`src/rtl/div_seq_pkg.sv`:
```
// ============================================================================
// Module  : div_seq_pkg
// Purpose : Shared encodings and bus widths for the iterative divider.
// Revision: 1.0  initial release
// ============================================================================
`default_nettype none

package div_seq_pkg;

    localparam int RegBus       = 32;
    localparam int DoubleRegBus = 64;

    localparam logic [RegBus-1:0] ZeroWord = '0;

    localparam logic DivStart = 1'b1;
    localparam logic DivStop  = 1'b0;

    localparam logic DivResultReady    = 1'b1;
    localparam logic DivResultNotReady = 1'b0;

    typedef enum logic [1:0] {
        DivFree   = 2'b00,
        DivByZero = 2'b01,
        DivOn     = 2'b10,
        DivEnd    = 2'b11
    } div_state_e;

endpackage

`default_nettype wire

```
`src/rtl/div_seq.sv`:
```
// ============================================================================
// Module  : div_seq
// Purpose : Restoring divider for DIV/DIVU, one quotient bit per clock.
// Revision: 1.0  initial release
// ============================================================================
`default_nettype none

module div_seq
    import div_seq_pkg::*;
#(
    parameter int WIDTH = RegBus
) (
    input  logic                 clk,
    input  logic                 rst,
    input  logic                 signed_div_i,
    input  logic [WIDTH-1:0]     opdata1_i,
    input  logic [WIDTH-1:0]     opdata2_i,
    input  logic                 start_i,
    input  logic                 annul_i,
    output logic [2*WIDTH-1:0]   result_o,
    output logic                 ready_o,
    output logic                 busy_o
);

    localparam int CNT_W = $clog2(WIDTH);

    function automatic logic [WIDTH-1:0] negate(input logic [WIDTH-1:0] v);
        return ~v + WIDTH'(1);
    endfunction

    div_state_e           state_q, state_d;
    logic [CNT_W-1:0]     cnt_q, cnt_d;
    logic [2*WIDTH-1:0]   work_q, work_d;
    logic [WIDTH-1:0]     divisor_q, divisor_d;
    logic                 neg_dvd_q, neg_dvd_d;
    logic                 neg_dvs_q, neg_dvs_d;
    logic [2*WIDTH-1:0]   result_q, result_d;
    logic                 ready_q, ready_d;

    logic [2*WIDTH:0]     shifted;
    logic [WIDTH:0]       diff;
    logic [2*WIDTH-1:0]   step;
    logic [WIDTH-1:0]     quot;
    logic [WIDTH-1:0]     rem;
    logic                 op1_neg;
    logic                 op2_neg;

    always_ff @(posedge clk) begin
        if (rst) begin
            state_q   <= DivFree;
            cnt_q     <= '0;
            work_q    <= '0;
            divisor_q <= ZeroWord;
            neg_dvd_q <= 1'b0;
            neg_dvs_q <= 1'b0;
            result_q  <= '0;
            ready_q   <= DivResultNotReady;
        end else begin
            state_q   <= state_d;
            cnt_q     <= cnt_d;
            work_q    <= work_d;
            divisor_q <= divisor_d;
            neg_dvd_q <= neg_dvd_d;
            neg_dvs_q <= neg_dvs_d;
            result_q  <= result_d;
            ready_q   <= ready_d;
        end
    end

    // Trial value is {work, 0}, WIDTH+1 bits of remainder on top. Its MSB is
    // provably clear whenever the restored value is kept, so storage is 2*WIDTH.
    always_comb begin
        shifted = {work_q, 1'b0};
        diff    = shifted[2*WIDTH:WIDTH] - {1'b0, divisor_q};
        if (diff[WIDTH]) begin
            step = shifted[2*WIDTH-1:0];
        end else begin
            step = {diff[WIDTH-1:0], shifted[WIDTH-1:1], 1'b1};
        end
        quot    = step[WIDTH-1:0];
        rem     = step[2*WIDTH-1:WIDTH];
        op1_neg = signed_div_i & opdata1_i[WIDTH-1];
        op2_neg = signed_div_i & opdata2_i[WIDTH-1];
    end

    always_comb begin
        state_d   = state_q;
        cnt_d     = cnt_q;
        work_d    = work_q;
        divisor_d = divisor_q;
        neg_dvd_d = neg_dvd_q;
        neg_dvs_d = neg_dvs_q;
        result_d  = result_q;
        ready_d   = ready_q;

        if (state_q != DivFree && annul_i) begin
            state_d  = DivFree;
            result_d = '0;
            ready_d  = DivResultNotReady;
        end else begin
            case (state_q)
                DivFree: begin
                    result_d = '0;
                    ready_d  = DivResultNotReady;
                    if (start_i == DivStart && !annul_i) begin
                        neg_dvd_d = op1_neg;
                        neg_dvs_d = op2_neg;
                        divisor_d = op2_neg ? negate(opdata2_i) : opdata2_i;
                        if (opdata2_i == ZeroWord) begin
                            state_d = DivByZero;
                        end else begin
                            cnt_d   = '0;
                            work_d  = {ZeroWord, (op1_neg ? negate(opdata1_i) : opdata1_i)};
                            state_d = DivOn;
                        end
                    end
                end
                DivByZero: begin
                    result_d = {ZeroWord, ZeroWord};
                    ready_d  = DivResultReady;
                    state_d  = DivEnd;
                end
                DivOn: begin
                    work_d = step;
                    cnt_d  = cnt_q + CNT_W'(1);
                    if (cnt_q == CNT_W'(WIDTH - 1)) begin
                        // Remainder follows the dividend's sign.
                        result_d = {(neg_dvd_q ? negate(rem) : rem),
                                    ((neg_dvd_q ^ neg_dvs_q) ? negate(quot) : quot)};
                        ready_d  = DivResultReady;
                        state_d  = DivEnd;
                    end
                end
                DivEnd: begin
                    if (start_i == DivStop) begin
                        result_d = '0;
                        ready_d  = DivResultNotReady;
                        state_d  = DivFree;
                    end
                end
                default: begin
                    state_d = DivFree;
                end
            endcase
        end
    end

    assign result_o = result_q;
    assign ready_o  = ready_q;
    assign busy_o   = (state_q == DivByZero) || (state_q == DivOn);

endmodule

`default_nettype wire

```
`config.mk`:
```
export PLATFORM = sky130hd
export DESIGN_NAME = div_seq
export DESIGN_NICKNAME = d
export VERILOG_FILES = /design/src/rtl/div_seq_pkg.sv /design/src/rtl/div_seq.sv
export SDC_FILE = /design/constraint.sdc
export NUM_CORES = 1
export LEC_CHECK = 0
export ABC_CLOCK_PERIOD_IN_PS = 4800
export BUFFER_PORTS_ARGS = -buffer_cell sky130_fd_sc_hd__buf_2
export CAP_MARGIN = 20
export CORE_MARGIN = 1.5
export CORE_UTILIZATION = 45
export DETAILED_ROUTE_END_ITERATION = 12
export HOLD_SLACK_MARGIN = 0.08
export PLACE_DENSITY_LB_ADDON = 0.2
export SETUP_SLACK_MARGIN = 0.1
export SKIP_CTS_REPAIR_TIMING = 1
export SYNTH_ARGS = -nofsm -noshare
export SYNTH_HDL_FRONTEND = slang
export SYNTH_SLANG_ARGS = --single-unit
```
`constraint.sdc`:
```
create_clock -name clk -period 4.8 [get_ports clk]
set_clock_uncertainty 0.05 [all_clocks]
set_input_delay 0.48 -clock clk [delete_from_list [all_inputs] [get_ports clk]]
set_output_delay 0.48 -clock clk [all_outputs]
set_load 0.02 [all_outputs]
```
==> impl_metrics.yaml <==
finish:
  finalInstanceArea_mm2: 0.0135
  diodes: 0
  drive_gt1_frac: 0.177
  fin_util: 0.535
  area_growth_pct: 17.0
  final_cells: 1995
  nets: 1765
clock_tree:
  cts_sinks: 170
  cts_buffers: 17
  h-tree-depth: 4
  tritoncts: "built"
  clk_path_buf_depth: 2
  clk_pin_slew_ps: 70
  clock-root-buffer: "clkbuf_16"
  worstSkewPairLatency_ps: 440
synth:
  syn_area_mm2: 0.0115
  yosysTopAreaCell: "dfxtp_1"
  syn_nets: 1642
  yosysSeqAreaShare: 0.295
  synth_area_per_cell_um2: 7.53
  async_flop_share: 0
  ys_seq_elements: 170
  yosysUniqueCellTypes: 76
  ys_top_cells_by_area: "dfxtp_1 (30%), xnor2_1 (6.4%), nand2_1 (5.5%)"
  synthFlopType: "dfxtp_1"
  yosys.area.top_type_share: 0.295
  syn_inst: 1530
  synth_edf_count: 0
  yosysWarnings: 0
place:
  portBuffers: 134
  place_inst: 1956
  dp_slack_ps: -24.5
  hpwlAfterDp_mm: 28.7
  dpl_cell_area_mm2: 0.0127
  place.gp.congestion: 0.927
min_path:
  min_path_type: "in -> reg"
timing:
  hold_violations: 0
  rsz0062_at_grt: "true"
  slew_violations: 0
  timing.fmax_ghz: 0.216
  period_minus_slack_ps: 4620
  finalSetupViolations: 0
  finalCritPeriodShare: 0.963
  slew_headroom: 0.385
  tightest_slew_ps: 919
  fin_ws_ps: 179
routing:
  post_drt_wl_per_cell_um: 18.8
  detail_route.first_pass.iterations: 5
  ant_nets: 0
  wl_mm: 37.6
  dr.first_iter.drc_count: 1132
  remaining_drc_errors: 0
  post_drt_via_cell_ratio: 5.91
  via_count: 11786
critical_path:
  cp.arrival_ps: 4900
  slowest_stage: "fa_2"
  critPathLaunchType: "register"
  cp_max_fo: 7
  cp_data_required_time_ps: 5070
  cp_cell_sequence: "inv_2 > ha_4 > inv_2 > fa_2 > a211oi_4 > o211ai_1 > nand3_2 > a211oi_4 > o21a_1 > nor2_4 > mux2i_4 > ha_4 > nand2_1 > a21oi_1 > o2111ai_2 > a211oi_2 > nand3_2 > o31a_1 > o31ai_2 > xnor2_1 > o21ai_1"
  criticalPathCategory: "reg -> reg"
  critPathMaxStageDelay_ps: 390
  end_kind: "register"
run_status:
  outcome: "complete, no violations"
global_route:
  antenna_found_initial: 0
  first_global_vias: 10568
  grt_first_pass_wirelength_mm: 58.8
  grt_max_degree: 68
  overflow: 0
  grtUsageTotal: 0.282
die:
  core_mm2: 0.0252
  initial_utilization: 0.457
  ioPinCount: 135
  die-area_mm2: 0.0266
  die_x_um: 163
  std_cell_rows: 58
  die_h_um: 163
power:
  leakage_nw: 5.40
  power_density_mw_per_mm2: 404
  irDropWorstVdd_v: 0.000303
flow_run:
  drv_cap: 0
synthesized netlist by cell type, drive strengths merged (31+ instances only):
cell,instances
inv,63
nor2,170
o21ai,127
xnor2,84
a211oi,50
or3,31
nor3,35
clkbuf,68
nand2,169
xor2,56
a21oi,124
dfxtp,170
a22oi,47
ha,42
logic make-up (layout without fill, tap and decap cells):
kind of cell    Yosys count  after routing  share of synthesized area
flops                   170            170                      0.295
fa+ha+maj                43             43                     0.0474
buf+inv                 152            287                     0.0530
mux                      18             18                     0.0175
compound gates          476            476                      0.266
xor+xnor                140            140                      0.106
simple gates            531            531                      0.214
cell type report:
| cell class | count | area [um^2] |
|---|---|---|
| Multi-Input combinational cell | 1208 | 7700 |
| Inverter | 63 | 236 |
| Fill cell | 2509 | 11700 |
| Tap cell | 330 | 413 |
| Sequential cell | 170 | 3410 |
| Clock buffer | 17 | 425 |
| Clock inverter | 14 | 181 |
| Timing Repair Buffer | 193 | 1120 |
metrics by stage:
step / hold slack, ps / setup TNS, ps / total power, W
2_1_floorplan: 382 / 0 / 0.00324
3_3_place_gp: 383 / 0 / 0.00391
3_5_place_dp: 391 / -24.5 / 0.00391
4_1_cts: 286 / -51.8 / 0.00536
5_1_grt: 315 / -40.1 / 0.00574
6_report: 289 / 0 / 0.00545
power by group:
part	internal, W	switching (W)	leakage [nW]	total (W)
Clock	0.000790	0.000666	0.292	0.00146
Sequential	0.00154	0.000146	1.38	0.00169
Combinational	0.000804	0.00150	3.73	0.00231
flip-flops by register name, summed over array words and instances (netlist names):
name	cells
result_o	64
neg_dvd_q	1
work_q	64
neg_dvs_q	1
cnt_q	5
state_q	2
ready_o	1
divisor_q	32
worst max-delay path, delay by kind of cell (launching register included):
family	cells	cell delay (ps)
buf+inv	2	90
flops	1	360
mux	1	310
fa+ha+maj	3	710
xor+xnor	1	160
simple gates	4	620
compound gates	10	2200
routing by layer:
metal  vias up  wire length [um]  GRT usage
met3        39              2990     0.0525
met1      5558             18200      0.426
met2       458             15600      0.402
met4         0               737     0.0809
met5         -                 0          0
li1       5731                 -          -
placed cells by master, fill, tap and decap left out, types with 11 or more instances in the layout:
master / n
nand2_1: 169
nor2_1: 167
dfxtp_1: 167
buf_2: 133
a21oi_1: 122
o21ai_0: 116
xnor2_1: 84
inv_1: 60
buf_4: 60
xor2_1: 56
a22oi_1: 47
a211oi_1: 46
ha_1: 36
nor3_1: 33
or3_1: 31
nand3_1: 27
a31oi_1: 22
nor4_1: 19
clkbuf_16: 17
nand4_1: 16
o31ai_1: 15
and2_1: 12
or4_1: 11
mux2i_1: 11
worst paths after layout:
check / endpoint / depth (start not counted) / from / slack [ps]
min: divisor_q[0] / 3 / opdata2_i[0] / 290
max reg2reg: result_o[54] / 21 / work_q[31] / 180
max: result_o[54] / 21 / work_q[31] / 180
min reg2reg: result_o[0] / 2 / result_o[0] / 400
Note: power is estimated with default switching activity, not from simulation.
